<file path="config.mk">
export PLATFORM = sky130hd
export DESIGN_NAME = management_tx_arbiter
export DESIGN_NICKNAME = d
export VERILOG_FILES = /design/src/rtl/management_tx_arbiter_pkg.sv /design/src/rtl/management_tx_arbiter_picker.sv /design/src/rtl/management_tx_arbiter.sv
export SDC_FILE = /design/constraint.sdc
export NUM_CORES = 1
export LEC_CHECK = 0
export ABC_AREA = 1
export BUFFER_PORTS_ARGS = -buffer_cell sky130_fd_sc_hd__clkbuf_2
export CAP_MARGIN = 20
export CORE_MARGIN = 5
export CORE_UTILIZATION = 30
export DETAILED_ROUTE_END_ITERATION = 6
export HOLD_SLACK_MARGIN = 0.03
export SLEW_MARGIN = 25
export SYNTH_ARGS = -nofsm -noshare
export SYNTH_HDL_FRONTEND = slang
export SYNTH_SLANG_ARGS = --single-unit
</file>
<file path="constraint.sdc">
create_clock -name i_tx_clk -period 2.9 [get_ports i_tx_clk]
set_input_delay 0.29 -clock i_tx_clk [delete_from_list [all_inputs] [get_ports i_tx_clk]]
set_output_delay 0.29 -clock i_tx_clk [all_outputs]
set_load 0.03 [all_outputs]
</file>
<file path="src/rtl/management_tx_arbiter_pkg.sv">
// Shared types for the management TX path: MAC-side bus struct and arbiter state encoding.
`timescale 1ns/1ps
package EthernetBus;
    typedef struct packed {
        logic        start;
        logic        data_valid;
        logic [2:0]  bytes_valid;
        logic [31:0] data;
    } EthernetTxBus;
endpackage

package MgmtTxArbPkg;
    typedef enum logic [1:0] {IDLE, HDR_WAIT, SEND, GAP} mgmt_tx_state_e;

    function automatic int idx_width(input int n);
        return (n > 1) ? $clog2(n) : 1;
    endfunction
endpackage

</file>
<file path="src/rtl/management_tx_arbiter_picker.sv">
// Combinational round-robin pick: first requesting index at or after the pointer, wrapping.
`timescale 1ns/1ps
module mgmt_rr_picker #(
    parameter int NUM_SRC = 2,
    parameter int IDX_W   = 1
) (
    input  logic [NUM_SRC-1:0] i_req,
    input  logic [IDX_W-1:0]   i_ptr,
    output logic [IDX_W-1:0]   o_idx,
    output logic               o_found
);
    function automatic logic [IDX_W-1:0] wrap(input int v);
        return IDX_W'(v % NUM_SRC);
    endfunction

    // Scan from the farthest offset down so the nearest request wins.
    always_comb begin
        o_idx   = '0;
        o_found = 1'b0;
        for (int i = NUM_SRC - 1; i >= 0; i--) begin
            if (i_req[wrap(int'(i_ptr) + i)]) begin
                o_idx   = wrap(int'(i_ptr) + i);
                o_found = 1'b1;
            end
        end
    end
endmodule

</file>
<file path="src/rtl/management_tx_arbiter.sv">
// Frame-granular round-robin arbiter feeding the management 10G MAC from NUM_SRC header/data FIFO pairs.
`timescale 1ns/1ps
module management_tx_arbiter
    import EthernetBus::*;
    import MgmtTxArbPkg::*;
#(
    parameter int NUM_SRC       = 2,
    parameter int LEN_WIDTH     = 11,
    parameter int RD_LATENCY    = 2,
    parameter int MAX_LEN_WORDS = 1024,
    parameter int IFG_CYCLES    = 3,
    localparam int IDX_W        = idx_width(NUM_SRC)
) (
    input  logic                                i_tx_clk,
    input  logic                                i_tx_reset,
    input  logic                                i_link_up,
    input  logic [NUM_SRC-1:0]                  i_src_hdr_avail,
    input  logic [NUM_SRC-1:0][LEN_WIDTH-1:0]   i_src_hdr_len,
    output logic [NUM_SRC-1:0]                  o_src_hdr_pop,
    input  logic [NUM_SRC-1:0][31:0]            i_src_data,
    input  logic [NUM_SRC-1:0][2:0]             i_src_bytes_valid,
    output logic [NUM_SRC-1:0]                  o_src_data_pop,
    output EthernetTxBus                        o_tx_bus,
    output logic                                o_grant_valid,
    output logic [IDX_W-1:0]                    o_grant_idx,
    output logic [15:0]                         o_frames_sent,
    output logic [15:0]                         o_frames_dropped
);
    localparam int GAP_LEN = IFG_CYCLES + RD_LATENCY + 1;
    localparam int GAP_W   = $clog2(GAP_LEN + 1);
    localparam int CNT_W   = (LEN_WIDTH > GAP_W) ? LEN_WIDTH : GAP_W;
    localparam logic [LEN_WIDTH:0] MAX_LEN = (LEN_WIDTH + 1)'(MAX_LEN_WORDS);

    mgmt_tx_state_e r_state, w_state_nxt;
    logic [IDX_W-1:0] r_rr, w_rr_nxt, r_grant_idx, w_gidx_nxt, w_pick;
    logic [CNT_W-1:0] r_cnt, w_cnt_nxt;
    logic             r_drop, w_drop_nxt, w_found;
    logic             w_hdr_pop_nxt, w_pop_nxt, w_first_nxt, w_sent_inc, w_drop_inc;
    logic [LEN_WIDTH-1:0] w_len;
    logic [NUM_SRC-1:0]   w_onehot;

    // Stage k of the delay line describes the pop issued k cycles ago.
    logic [RD_LATENCY:0]            r_vld_pipe, r_start_pipe, r_drop_pipe;
    logic [RD_LATENCY:0][IDX_W-1:0] r_idx_pipe;
    logic                           w_beat;

    mgmt_rr_picker #(.NUM_SRC(NUM_SRC), .IDX_W(IDX_W)) u_picker (
        .i_req   (i_src_hdr_avail),
        .i_ptr   (r_rr),
        .o_idx   (w_pick),
        .o_found (w_found)
    );

    always_comb begin
        w_state_nxt   = r_state;
        w_cnt_nxt     = r_cnt;
        w_drop_nxt    = r_drop;
        w_rr_nxt      = r_rr;
        w_gidx_nxt    = r_grant_idx;
        w_hdr_pop_nxt = 1'b0;
        w_pop_nxt     = 1'b0;
        w_first_nxt   = 1'b0;
        w_sent_inc    = 1'b0;
        w_drop_inc    = 1'b0;
        w_len         = i_src_hdr_len[r_grant_idx];
        case (r_state)
            IDLE: if (i_link_up && w_found) begin
                w_state_nxt   = HDR_WAIT;
                w_gidx_nxt    = w_pick;
                w_hdr_pop_nxt = 1'b1;
                w_cnt_nxt     = '0;
                w_rr_nxt      = (w_pick == IDX_W'(NUM_SRC - 1)) ? '0 : w_pick + 1'b1;
            end
            HDR_WAIT: begin
                if (r_cnt == CNT_W'(RD_LATENCY)) begin
                    if (w_len == '0) begin
                        w_state_nxt = GAP;
                        w_cnt_nxt   = CNT_W'(GAP_LEN - 1);
                    end else begin
                        w_state_nxt = SEND;
                        w_pop_nxt   = 1'b1;
                        w_first_nxt = 1'b1;
                        w_drop_nxt  = ({1'b0, w_len} > MAX_LEN) || !i_link_up;
                        w_cnt_nxt   = CNT_W'(w_len - 1'b1);
                    end
                end else begin
                    w_cnt_nxt = r_cnt + 1'b1;
                end
            end
            // r_cnt holds pops still to issue after the one currently on the port.
            SEND: begin
                if (r_cnt != '0) begin
                    w_pop_nxt  = 1'b1;
                    w_drop_nxt = r_drop || !i_link_up;
                    w_cnt_nxt  = r_cnt - 1'b1;
                end else begin
                    w_state_nxt = GAP;
                    w_cnt_nxt   = CNT_W'(GAP_LEN - 1);
                end
            end
            GAP: begin
                if (r_cnt == '0) w_state_nxt = IDLE;
                else             w_cnt_nxt   = r_cnt - 1'b1;
            end
            default: w_state_nxt = IDLE;
        endcase
        if (w_pop_nxt && w_cnt_nxt == '0) begin
            w_sent_inc = !w_drop_nxt;
            w_drop_inc = w_drop_nxt;
        end
        w_onehot = NUM_SRC'(1) << w_gidx_nxt;
    end

    always_ff @(posedge i_tx_clk) begin
        if (i_tx_reset) begin
            r_state        <= IDLE;
            r_rr           <= '0;
            r_cnt          <= '0;
            r_drop         <= 1'b0;
            r_grant_idx    <= '0;
            o_grant_idx    <= '0;
            o_grant_valid  <= 1'b0;
            o_src_hdr_pop  <= '0;
            o_src_data_pop <= '0;
        end else begin
            r_state        <= w_state_nxt;
            r_rr           <= w_rr_nxt;
            r_cnt          <= w_cnt_nxt;
            r_drop         <= w_drop_nxt;
            r_grant_idx    <= w_gidx_nxt;
            o_grant_idx    <= w_gidx_nxt;
            o_grant_valid  <= (w_state_nxt != IDLE);
            o_src_hdr_pop  <= w_hdr_pop_nxt ? w_onehot : '0;
            o_src_data_pop <= w_pop_nxt ? w_onehot : '0;
        end
    end

    assign w_beat = r_vld_pipe[RD_LATENCY] && !r_drop_pipe[RD_LATENCY];

    always_ff @(posedge i_tx_clk) begin
        if (i_tx_reset) begin
            r_vld_pipe       <= '0;
            r_start_pipe     <= '0;
            r_drop_pipe      <= '0;
            r_idx_pipe       <= '0;
            o_tx_bus         <= '0;
            o_frames_sent    <= '0;
            o_frames_dropped <= '0;
        end else begin
            r_vld_pipe[0]   <= w_pop_nxt;
            r_start_pipe[0] <= w_first_nxt;
            r_drop_pipe[0]  <= w_drop_nxt;
            r_idx_pipe[0]   <= w_gidx_nxt;
            for (int i = 1; i <= RD_LATENCY; i++) begin
                r_vld_pipe[i]   <= r_vld_pipe[i-1];
                r_start_pipe[i] <= r_start_pipe[i-1];
                r_drop_pipe[i]  <= r_drop_pipe[i-1];
                r_idx_pipe[i]   <= r_idx_pipe[i-1];
            end
            o_tx_bus.start       <= w_beat && r_start_pipe[RD_LATENCY];
            o_tx_bus.data_valid  <= w_beat;
            o_tx_bus.data        <= w_beat ? i_src_data[r_idx_pipe[RD_LATENCY]] : '0;
            o_tx_bus.bytes_valid <= w_beat ? i_src_bytes_valid[r_idx_pipe[RD_LATENCY]] : '0;
            if (w_sent_inc) o_frames_sent <= o_frames_sent + 16'd1;
            if (w_drop_inc && o_frames_dropped != 16'hffff) o_frames_dropped <= o_frames_dropped + 16'd1;
        end
    end
endmodule

</file>
# Word level (Yosys, flattened, before mapping)
# Index checks and enable logic that the tools add are counted.
[word_totals]
ff_bits = 101
input_bits = 97
wordCells = 104
output_inout_bits = 75
[op_classes]
eq_ne = 5
reduce_logical = 21
n_bitwise = 4
n_shift = 1
order_cmp = 5
n_addsub = 7
muxes = 41
[ops]
columns = ["op", "n"]
rows = [
  ["2-to-1 mux 11 bit", 7],
  ["2-to-1 mux 32 bit", 2],
  ["case mux 11 bit (4 select lines)", 1],
  ["zero test 11 bit", 3],
  ["adder 16 x 1 -> 16 bit, second input constant", 2],
  ["2-to-1 mux 1 bit", 22],
  ["subtractor 11 x 1 -> 11 bit, second input constant", 2],
  ["!= test 16 bit, second input constant", 1],
  ["adder 11 x 1 -> 11 bit, second input constant", 1],
  ["equality test 11 x 2 -> 1 bit, second input constant", 1],
  ["greater-than comparator 11 bit, second input constant", 1],
  ["nonzero test 11 bit", 1],
  ["< comparator 1 x 2 -> 1 bit, second input constant", 4],
  ["2-to-1 mux 2 bit", 4],
  ["case mux 2 bit (4 select lines)", 1],
  ["OR reduction 2 bit", 4],
  ["2-to-1 mux 3 bit", 2],
  ["logical AND 1 bit", 5],
  ["equality test 2 bit, second input constant", 2],
  ["inverter 1 bit", 4],
  ["case mux 1 bit (2 select lines)", 2],
  ["zero test 1 bit", 3],
  ["adder 1 bit, second input constant", 2],
  ["equality test 2 x 1 -> 1 bit, second input constant", 1],
  ["5 further kinds", 6],
]

# Depth between registers and ports, before layout
# Gate-level depths: netlist of the first run.
[logic_depth]
depth_word = 12
depth_mapped = 22
mapped_depth_nobuf = 19

# Modules after synthesis
# A second synthesis of the first run with hierarchy kept.
[hier_totals]
hier_cells = 842
hier_area_um2 = 5659.2
[modules_own_cells]
columns = ["mod", "cells_each", "instances", "area_each_um2", "seq_area_each_um2"]
rows = [
  ["management_tx_arbiter", 838, 1, 5640.4, 2001.9],
  ["mgmt_rr_picker", 4, 1, 18.8, 0.0],
]

# Least setup slack after synthesis of the first run
# Ideal clock, no wire load.
[synth_timing]
path_type = "reg2reg"
from = "register r_idx_pipe[0] (netlist name)"
to = "register o_frames_dropped[9]"
path_buffers = 3
setup_slack_ps = 189
arrival_ps = 2579
stages_incl_launch_ff = 20
synth_period_minus_slack_ps = 2711
cell_sequence = "dfxtp_1 > buf_6 > buf_6 > nand2_1 > o21ai_1 > ha_1 > nand3_1 > nor2_4 > nand3_2 > nand2_1 > nand2_1 > nand3_1 > nand2_1 > nand2_1 > nand3_2 > nor2_4 > nand4_2 > buf_4 > nand2_1 > a21oi_1"
[synth_lines]
columns = ["item", "line_no", "source"]
rows = [
  ["end signal, assigned", "management_tx_arbiter.sv:165", "if (w_drop_inc && o_frames_dropped != 16'hffff) o_frames_dropped <= o_frames_dropped + 16'd1;"],
  ["end, declared", "management_tx_arbiter.sv:27", "output logic [15:0] o_frames_dropped"],
]

# Final worst setup path of the first run
[layout_timing]
from = "register r_cnt[1]"
to = "register o_frames_sent[12]"
[layout_between]
elab_chain_len = 6
word_cells_on_any_way = 20
classes_between = "2 x add/sub; 1 x eq/ne; 12 x mux; 5 x reduce/logical"
[layout_rtl]
columns = ["item", "line_no", "source"]
rows = [
  ["start, declared", "management_tx_arbiter.sv:36", "logic [CNT_W-1:0] r_cnt, w_cnt_nxt;"],
  ["start signal, assigned", "management_tx_arbiter.sv:128", "r_cnt <= w_cnt_nxt;"],
  ["subtractor 11 x 1 -> 11 bit, or another cell as far along", "management_tx_arbiter.sv:95, management_tx_arbiter.sv:103", ""],
  ["2-to-1 mux 11 bit, on equally long branches", "management_tx_arbiter.sv:102, management_tx_arbiter.sv:75, management_tx_arbiter.sv:92", ""],
  ["case mux 11 bit (4 select lines)", "management_tx_arbiter.sv:66", "case (r_state)"],
  ["zero test 11 bit", "management_tx_arbiter.sv:107", "if (w_pop_nxt && w_cnt_nxt == '0) begin"],
  ["logical AND 1 bit", "management_tx_arbiter.sv:107", ""],
  ["2-to-1 mux 1 bit (*)", "management_tx_arbiter.sv:107", ""],
  ["end signal, assigned", "management_tx_arbiter.sv:164", "if (w_sent_inc) o_frames_sent <= o_frames_sent + 16'd1;"],
  ["end, declared", "management_tx_arbiter.sv:26", "output logic [15:0] o_frames_sent,"],
]
# Mark *: on every way between the ends. The rest lies on a longest branch, timed or not.
# A chain may end at the register's enable or synchronous reset.

==> impl_metrics.py, run 1 <==
metrics = {
    "yosys": {
        "synth_edf_count": 0,
        "synth_area_leader_cell": "dfxtp_1",
        "synth_top_area_share_pct": 34.4,
        "syn_area_sq_um": 5820,
        "yosys_warnings": 0,
        "synth.avg_cell_area_sq_um": 6.74,
        "ys_seq_area_share_pct": 34.4,
        "synthArstFlopShare_pct": 0,
        "synthFlopType": "dfxtp_1",
        "netlist_instances": 864,
        "synth_fp_nets": 973,
        "synth_cell_types": 42,
        "synth_area_leaders": "dfxtp_1 (34%), nand2_1 (17%), a21oi_1 (6.4%), inv_1 (5.7%), nor2_1 (5.1%)",
        "synth_seq_cells": 100,
    },
    "clock_tree": {
        "clk_pin_slew_ns": 0.07,
        "cts_tree": "built",
        "cts-buffers-inserted": 9,
        "cts.htree.levels": 3,
        "numClockSinks": 100,
        "clock_latency_ns": 0.35,
        "cts-root-buf": "clkbuf_16",
        "cts_hold_buffers": 0,
        "clk_path_buf_depth": 2,
    },
    "sta": {
        "maxSlewViolCount": 0,
        "skew_ns": 0.00795,
        "slew_headroom_pct": 61.7,
        "clock.fmax_mhz": 384,
        "finalHoldViolCount": 0,
        "rsz0062_at_grt": "false",
        "fin_crit_ns": 2.61,
        "timing.final.crit_share_pct": 89.9,
        "setup_tns_ns": 0,
        "setup_viol": 0,
        "worstMarginPinSlew_ns": 0.574,
        "setup_ws_ns": 0.293,
    },
    "floorplan": {
        "dieHeight_um": 149,
        "die_area_sq_um": 22300,
        "io_pins": 172,
        "core_region_area_sq_um": 19300,
        "start_util_pct": 30.2,
        "rows": 51,
        "die_w_um": 149,
    },
    "layout": {
        "final_area_sq_um": 7280,
        "syn2layout_area_growth_pct": 25.0,
        "mostFrequentLayoutCells": "nand2_1 (260), clkbuf_2 (171), dfxtp_1 (99)",
        "num-nets-final": 1146,
        "final_common_cell": "nand2_1",
        "fin_util_pct": 37.8,
        "multi_input_area_sq_um": 3240,
        "nFillCells": 2093,
        "antenna_cells": 0,
        "seqCellArea_sq_um": 2000,
        "drive_above_1_share_pct": 25.4,
    },
    "global_routing": {
        "grt_pass1_wl_um": 27500,
        "grt_usage_pct": 15.2,
        "grt_pass1_vias": 5514,
        "met1_usage_pct": 18.7,
        "grtUsageMet3_pct": 3.89,
        "busiest_layer": "met2",
        "met2_usage_pct": 25.5,
        "grt_max_degree": 37,
        "grt_overflow": 0,
        "antenna_found_initial": 0,
    },
    "run_status": {
        "status": "complete, no violations",
    },
    "route": {
        "post-route-drc-count": 0,
        "wl_um": 17400,
        "vias": 5958,
        "ant_nets": 0,
        "drt_pre_antenna_iters": 5,
        "vias_per_cell": 4.56,
        "routedWlPerCell_um": 13.3,
        "drt_iter0_drc": 337,
    },
    "critical_path": {
        "critPathSlowestCell": "dfxtp_1",
        "crit_chain": "inv_1 > ha_1 > nand2_4 > nor2_8 > nand3_4 > ha_1 > a21oi_1 > nand2_1 > nand2_1 > nand4_1 > nor2_4 > nand3_4 > buf_12 > nand2_1 > a21oi_2",
        "cp-end-kind": "flop",
        "arrival_ns": 2.84,
        "r2r_start": "r_cnt[1]",
        "crit_type": "flop to flop",
        "cp.required_ns": 3.13,
        "cp_slowest_stage_delay_ns": 0.35,
        "crit_path_frequent_cell": "nand2_1",
        "cp-start-kind": "flop",
        "critPathLaunch": "r_cnt[1]",
        "critPathMaxFanout": 9,
    },
    "power_and_ir_drop": {
        "p_leak_nw": 3.38,
        "ir_drop_mv": 0.229,
        "power_density_nw_per_um2": 438,
    },
    "run": {
        "drv_cap": 0,
    },
    "place": {
        "io_buffers": 171,
        "place_ws_ns": 0.251,
        "place.gp.congestion": 0.912,
        "hpwl_um": 13700,
        "dpl-instance-area_sq_um": 6980,
    },
    "hold_path": {
        "min-delay-start": "i_src_data[14]",
        "min_path_type": "input pin to flop",
    },
}
==> metal layers <==
metal	wire, um	share of wire (%)	vias up
met4	408	2.3	0
met3	1440	8.2	20
met2	8200	47	201
li1	-	-	3093
met1	7350	42	2644
met5	0	0	-
==> sequential cells by signal (all words and copies together) (netlist names) <==
signal / flops
r_state: 2
r_vld_pipe: 3
o_tx_bus: 37
o_frames_dropped: 16
r_start_pipe: 3
o_frames_sent: 16
o_src_data_pop: 2
r_idx_pipe: 3
r_cnt: 11
o_grant_valid: 1
r_drop_pipe: 3
r_rr: 1
o_src_hdr_pop: 2
==> per-stage QoR <==
step           std cells  hold WS (ns)  power, mW
3_3_place_gp        1289         0.391       2.07
2_1_floorplan        864         0.381       1.88
6_report            1307         0.169       3.19
5_1_grt             1307         0.161       3.37
4_1_cts             1305         0.157       3.24
3_5_place_dp        1289         0.392       2.07
==> area by class of cell <==
class	count	share of cell area (%)
clock inverters	5	0.619
flip-flops and latches	100	27.5
well taps	265	4.55
repair buffers	194	14.5
multi-input cells	636	44.5
clock buffers	11	3.20
inverters	96	5.12
==> synth_stat cells (2+ instances only) <==
library cell  number
nor2_4             7
nand3_1           39
nor2_1            79
nor3_1            20
a21oi_1           75
o21ai_1            5
a21oi_2            5
buf_2              2
xor2_1            31
nand3_2            5
clkbuf_1          16
nand3_4            2
o21ai_0           27
buf_8              2
nand2_4            4
xnor2_1            7
inv_1             89
clkinv_1           2
buf_4              5
ha_1              12
nand2_2           11
nand2_1          260
buf_6              5
inv_2              3
nand4_1           22
nor2_2            10
nor4_1             5
dfxtp_1          100
==> logic make-up after synthesis <==
kind of cell,count (synthesis),synth area share [%]
AOI/OAI and AO/OA,116,10.6
xor gates and xnor gates,38,5.72
DFF,100,34.4
and+or+nand+nor,470,36.7
adders and majority gates,12,2.58
buffers and inverters,128,9.97
==> where the power goes <==
group / internal [mW] / switching [mW] / total, mW
clock: 0.599 / 0.550 / 1.15
combinational: 0.220 / 0.391 / 0.611
sequential: 1.40 / 0.0354 / 1.43
total: 2.21 / 0.976 / 3.19
==> final timing paths <==
| kind | end | slack (ns) | cells after the start |
|---|---|---|---|
| worst min register to register | r_vld_pipe[2] | 0.40 | 2 |
| worst min-delay path | o_tx_bus[14] | 0.17 | 3 |
| worst max-delay path | o_frames_sent[12] | 0.29 | 15 |
| worst max register to register | o_frames_sent[12] | 0.29 | 15 |
==> repair_timing <==
action	4_1_cts	5_1_grt
resized for setup	0	4
endpoints found under the setup margin	0	23
buffers inserted	0	2
hold endpoints to repair	0	0
==> worst max-delay path, delay by kind of cell (launching register included) <==
family,cells,cell delay [ns]
and+or+nand+nor,9,1.08
buffers and inverters,2,0.31
AOI/OAI and AO/OA,2,0.19
DFF,1,0.35
adders and majority gates,2,0.54
No activity file was read; power rests on OpenSTA's default activity.
==> run 2: changes to the inputs <==
- BUFFER_PORTS_ARGS: -buffer_cell sky130_fd_sc_hd__clkbuf_2 -> -buffer_cell sky130_fd_sc_hd__buf_2
- CTS_BUF_LIST: not set -> sky130_fd_sc_hd__clkbuf_4
==> impl_metrics.py, run 2 (same netlist as run 1, synthesis figures left out) <==
metrics = {
    "power_and_ir_drop": {
        "p_leak_nw": 3.55,
        "pwr-share-comb_pct": 22.0,
        "p_switching_mw": 0.969,
        "cell_internal_pwr_mw": 1.93,
        "pwr-share-seq_pct": 49.5,
        "clkPwrFrac_pct": 28.5,
        "ir_drop_mv": 0.225,
        "power_density_nw_per_um2": 386,
        "p_sw_share_pct": 33.4,
    },
    "hold_path": {
        "min_path_type": "input pin to flop",
    },
    "global_routing": {
        "antenna_found_initial": 0,
        "grt_pass1_vias": 5796,
        "met2_usage_pct": 27.5,
        "grt_usage_pct": 15.7,
        "busiest_layer": "met2",
        "grt_max_degree": 59,
        "grt_pass1_wl_um": 28600,
        "grt_overflow": 0,
        "met1_usage_pct": 18.8,
        "grtUsageMet3_pct": 3.68,
    },
    "route": {
        "post-route-drc-count": 0,
        "vias": 6118,
        "drt_iter0_drc": 354,
        "routedWlPerCell_um": 13.8,
        "ant_nets": 0,
        "drt_pre_antenna_iters": 5,
        "vias_per_cell": 4.57,
        "wl_um": 18400,
    },
    "floorplan": {
        "start_util_pct": 30.2,
        "dieHeight_um": 149,
        "core_region_area_sq_um": 19300,
        "io_pins": 172,
        "rows": 51,
        "die_area_sq_um": 22300,
        "die_w_um": 149,
    },
    "sta": {
        "worstMarginPinSlew_ns": 0.986,
        "setup_tns_ns": 0,
        "skew_ns": 0.0354,
        "finalHoldViolCount": 0,
        "timing.final.crit_share_pct": 90.9,
        "fin_crit_ns": 2.64,
        "rsz0062_at_grt": "false",
        "maxSlewViolCount": 0,
        "clock.fmax_mhz": 379,
        "setup_viol": 0,
        "setup_ws_ns": 0.264,
        "slew_headroom_pct": 33.9,
    },
    "critical_path": {
        "crit_path_frequent_cell": "nand2_1",
        "cp_slowest_stage_delay_ns": 0.38,
        "critPathMaxFanout": 16,
        "cp-end-kind": "flop",
        "arrival_ns": 3.05,
        "cp-start-kind": "flop",
        "crit_chain": "inv_2 > ha_2 > nand2_4 > nor2_8 > nand3_4 > ha_1 > a21oi_1 > nand2_1 > nand2_1 > nand4_1 > nor2_4 > nand4_2 > buf_4 > nand2_1 > nand2_1 > nor2_1",
        "cp.required_ns": 3.31,
        "crit_type": "flop to flop",
        "critPathSlowestCell": "dfxtp_1",
        "reg2reg_setup_slack_ns": 0.26,
    },
    "clock_tree": {
        "clock_latency_ns": 0.48,
        "cts_tree": "built",
        "cts.htree.levels": 3,
        "numClockSinks": 100,
        "clk_pin_slew_ns": 0.19,
        "cts-buffers-inserted": 9,
        "post-cts-setup-buffers": 0,
        "cts-root-buf": "clkbuf_4",
        "clk_path_buf_depth": 2,
    },
    "layout": {
        "syn2layout_area_growth_pct": 28.9,
        "antenna_cells": 0,
        "final_area_sq_um": 7510,
        "largest_reg_flops": 37,
        "nFillCells": 2047,
        "drive_above_1_share_pct": 24.5,
        "seqCellArea_sq_um": 2000,
        "multi_input_area_sq_um": 3240,
        "num-nets-final": 1179,
        "regMostFlops": "o_tx_bus",
        "mostFrequentLayoutCells": "nand2_1 (260), buf_2 (171), dfxtp_1 (98)",
        "final_common_cell": "nand2_1",
        "largestRegisters": "o_tx_bus: 37 flops, o_frames_dropped: 16 flops, o_frames_sent: 16 flops",
    },
    "run": {
        "drv_cap": 0,
    },
    "run_status": {
        "status": "complete, no violations",
    },
    "place": {
        "dpl-instance-area_sq_um": 6950,
        "place_ws_ns": 0.173,
        "place.gp.congestion": 0.893,
        "hpwl_um": 13800,
        "io_buffers": 171,
    },
}
==> run 2: worst paths after layout <==
check             cells after the start           start                  end
setup / recovery                     16        r_cnt[0]  o_frames_dropped[0]
hold / removal                        3  i_src_data[37]          o_tx_bus[5]
setup reg to reg                     16        r_cnt[0]  o_frames_dropped[0]
hold reg to reg                       2   r_vld_pipe[1]        r_vld_pipe[2]
==> run 2: area by class of cell <==
cell class | count | area share (%)
Clock buffer | 10 | 1.00
Clock inverter | 6 | 1.10
Inverter | 96 | 4.93
Multi-Input combinational cell | 636 | 43.2
Sequential cell | 100 | 26.7
Tap cell | 265 | 4.42
Timing Repair Buffer | 227 | 18.6
==> run 2: routing by layer <==
layer	wire (um)	up-vias
met2	8700	178
met3	1230	30
met4	494	0
met5	0	-
met1	8000	2764
li1	-	3146
==> run 2: power groups by stage <==
stage | registers (mW) | logic, mW | clock network, mW
floorplan | 1.45 | 0.430 | 0
global placement | 1.46 | 0.603 | 0
detailed placement | 1.46 | 0.602 | 0
CTS | 1.43 | 0.632 | 0.863
global route | 1.44 | 0.707 | 0.923
finish | 1.43 | 0.636 | 0.826
==> run 2: stage by stage <==
stage | instances | hold slack, ns | util, % | power [mW]
after floorplan | 864 | 0.381 | - | 1.88
after global placement | 1285 | 0.391 | 36.1 | 2.07
after detailed placement | 1285 | 0.392 | 36.1 | 2.06
after CTS | 1340 | 0.0333 | 38.9 | 2.93
after global routing | 1340 | 0.0324 | 38.9 | 3.07
final | 1340 | 0.0673 | 38.9 | 2.90
==> run 2: worst max-delay path, delay by kind of cell, from the launching register on <==
| family | cells | cell delay, ns |
|---|---|---|
| and+or+nand+nor | 11 | 1.16 |
| adders and majority gates | 2 | 0.54 |
| DFF | 1 | 0.38 |
| buffers and inverters | 2 | 0.35 |
| AOI/OAI and AO/OA | 1 | 0.15 |
==> run 2: timing repair <==
action                                  in CTS  in global routing
endpoints found under the setup margin       0                 31
resized for setup                            0                  5
hold buffers                                39                  0
hold endpoints to repair                    24                  0
==> run 3: changes to the inputs <==
- REMOVE_ABC_BUFFERS: not set -> 1
==> impl_metrics.py, run 3 (same netlist as run 1, synthesis figures left out) <==
metrics = {
    "route": {
        "drt_iter0_drc": 308,
        "wl_um": 19100,
        "drt_pre_antenna_iters": 5,
        "vias": 6306,
        "post-route-drc-count": 0,
        "vias_per_cell": 4.57,
        "routedWlPerCell_um": 13.8,
        "ant_nets": 0,
    },
    "critical_path": {
        "r2r_start": "r_idx_pipe[0]",
        "cp.required_ns": 3.32,
        "critPathLaunch": "r_idx_pipe[0]",
        "cp-end-kind": "flop",
        "critPathMaxFanout": 15,
        "arrival_ns": 3.07,
        "crit_type": "flop to flop",
        "cp-start-kind": "flop",
    },
    "run": {
        "drv_cap": 0,
    },
    "floorplan": {
        "io_pins": 172,
        "dieHeight_um": 149,
        "start_util_pct": 30.2,
        "rows": 51,
        "die_w_um": 149,
        "core_region_area_sq_um": 19300,
        "die_area_sq_um": 22300,
    },
    "layout": {
        "largest_reg_flops": 37,
        "final_common_cell": "nand2_1",
        "num-nets-final": 1217,
        "syn2layout_area_growth_pct": 34.6,
        "mostFrequentLayoutCells": "nand2_1 (260), buf_2 (171), dfxtp_1 (99)",
        "final_area_sq_um": 7840,
        "largestRegisters": "o_tx_bus: 37 flops, o_frames_dropped: 16 flops, o_frames_sent: 16 flops",
        "finalNonFillerCells": 1380,
        "regMostFlops": "o_tx_bus",
        "fin_util_pct": 40.7,
        "drive_above_1_share_pct": 24.0,
    },
    "clock_tree": {
        "clock_latency_ns": 0.48,
        "cts-root-buf": "clkbuf_4",
        "cts-buffers-inserted": 9,
        "numClockSinks": 100,
        "cts_tree": "built",
        "clk_pin_slew_ns": 0.17,
        "post-cts-setup-buffers": 0,
        "cts.htree.levels": 3,
        "clk_path_buf_depth": 2,
    },
    "sta": {
        "worstMarginPinSlew_ns": 0.618,
        "maxSlewViolCount": 0,
        "finalHoldViolCount": 0,
        "setup_ws_ns": 0.251,
        "fin_crit_ns": 2.65,
        "rsz0062_at_grt": "false",
        "setup_tns_ns": 0,
        "slew_headroom_pct": 58.5,
        "setup_viol": 0,
        "timing.final.crit_share_pct": 91.3,
        "skew_ns": 0.0184,
        "clock.fmax_mhz": 378,
    },
    "place": {
        "dpl-instance-area_sq_um": 7010,
        "place.gp.congestion": 0.934,
        "hpwl_um": 13900,
        "place_ws_ns": 0.151,
        "io_buffers": 171,
        "dp.cells": 1293,
    },
    "global_routing": {
        "grt_usage_pct": 16.6,
        "grt_max_degree": 37,
        "antenna_found_initial": 2,
        "grt_pass1_vias": 6077,
        "grt_overflow": 0,
        "grt_pass1_wl_um": 30000,
    },
    "power_and_ir_drop": {
        "ir_drop_mv": 0.164,
        "power_density_nw_per_um2": 358,
        "p_leak_nw": 3.74,
    },
    "run_status": {
        "status": "complete, no violations",
    },
    "hold_path": {
        "min-delay-start": "i_src_data[58]",
        "min_path_type": "input pin to flop",
    },
}
## run 3: changes by cell type in the layout (fill, tap and decap cells not counted), sizes merged
cell,previous run,this run
clkinvlp,1,2
diode,0,2
dlygate4sd3,39,69
clkinv,4,5
bufinv,1,0
buf,188,196
clkbuf,10,9
## run 3: repair_timing
item                                   4_1_cts  5_1_grt
setup endpoints to repair                    0       24
resized for setup                            0        2
hold buffers                                69        0
endpoints found under the hold margin       35        0
## run 3: worst max-delay path, cell delays in order, from the launching register on
cell and delay (ns):
dfxtp_2 0.40, inv_6 0.11, nand2_1 0.06, nand2_1 0.11, ha_1 0.23, nand3_1 0.14, nor2_4 0.17, nand3_2 0.13
nand2_1 0.09, nand2_1 0.05, nand3_1 0.08, nand2_1 0.09, nand2_1 0.13, nand3_2 0.10, nor2_4 0.17, nand3_4 0.17
inv_6 0.17, nand2_1 0.06, a21oi_1 0.11
## run 3: path summary, 6_finish.rpt
kind         depth (start not counted)  slack (ns)                end
min                                  3        0.12       o_tx_bus[26]
max reg2reg                         18        0.25  o_frames_sent[14]
max                                 18        0.25  o_frames_sent[14]
min reg2reg                          2        0.40       o_tx_bus[36]
## run 3: final cells by class
| cell class | instances | area (sq um) |
|---|---|---|
| fill | 1993 | 11400 |
| multi-input combinational | 636 | 3240 |
| sequential | 100 | 2000 |
| timing repair buffer | 265 | 1760 |
| inverter | 96 | 370 |
| tap | 265 | 332 |
| clock buffer | 9 | 67.6 |
| clock inverter | 7 | 61.3 |
| antenna | 2 | 5.00 |
## run 3: per-stage QoR
stage	hold WS (ns)	power, mW
detailed placement	0.393	2.07
global route	0.0805	2.97
floorplan	0.352	1.85
finish	0.124	2.80
global placement	0.389	2.07
CTS	0.0649	2.84
## run 3: routing by layer
metal / share of wire (%) / GRT usage [%] / vias to the layer above
met2: 47 / 28.8 / 225
met5: 0 / 0 / -
met3: 6.9 / 3.77 / 23
li1: - / - / 3231
met1: 44 / 20.1 / 2827
met4: 2.1 / 6.18 / 0
## run 3: report_power, final
part / switching, mW / internal [mW]
clock: 0.525 / 0.188
combinational: 0.401 / 0.256
sequential: 0.0347 / 1.40
total: 0.962 / 1.84
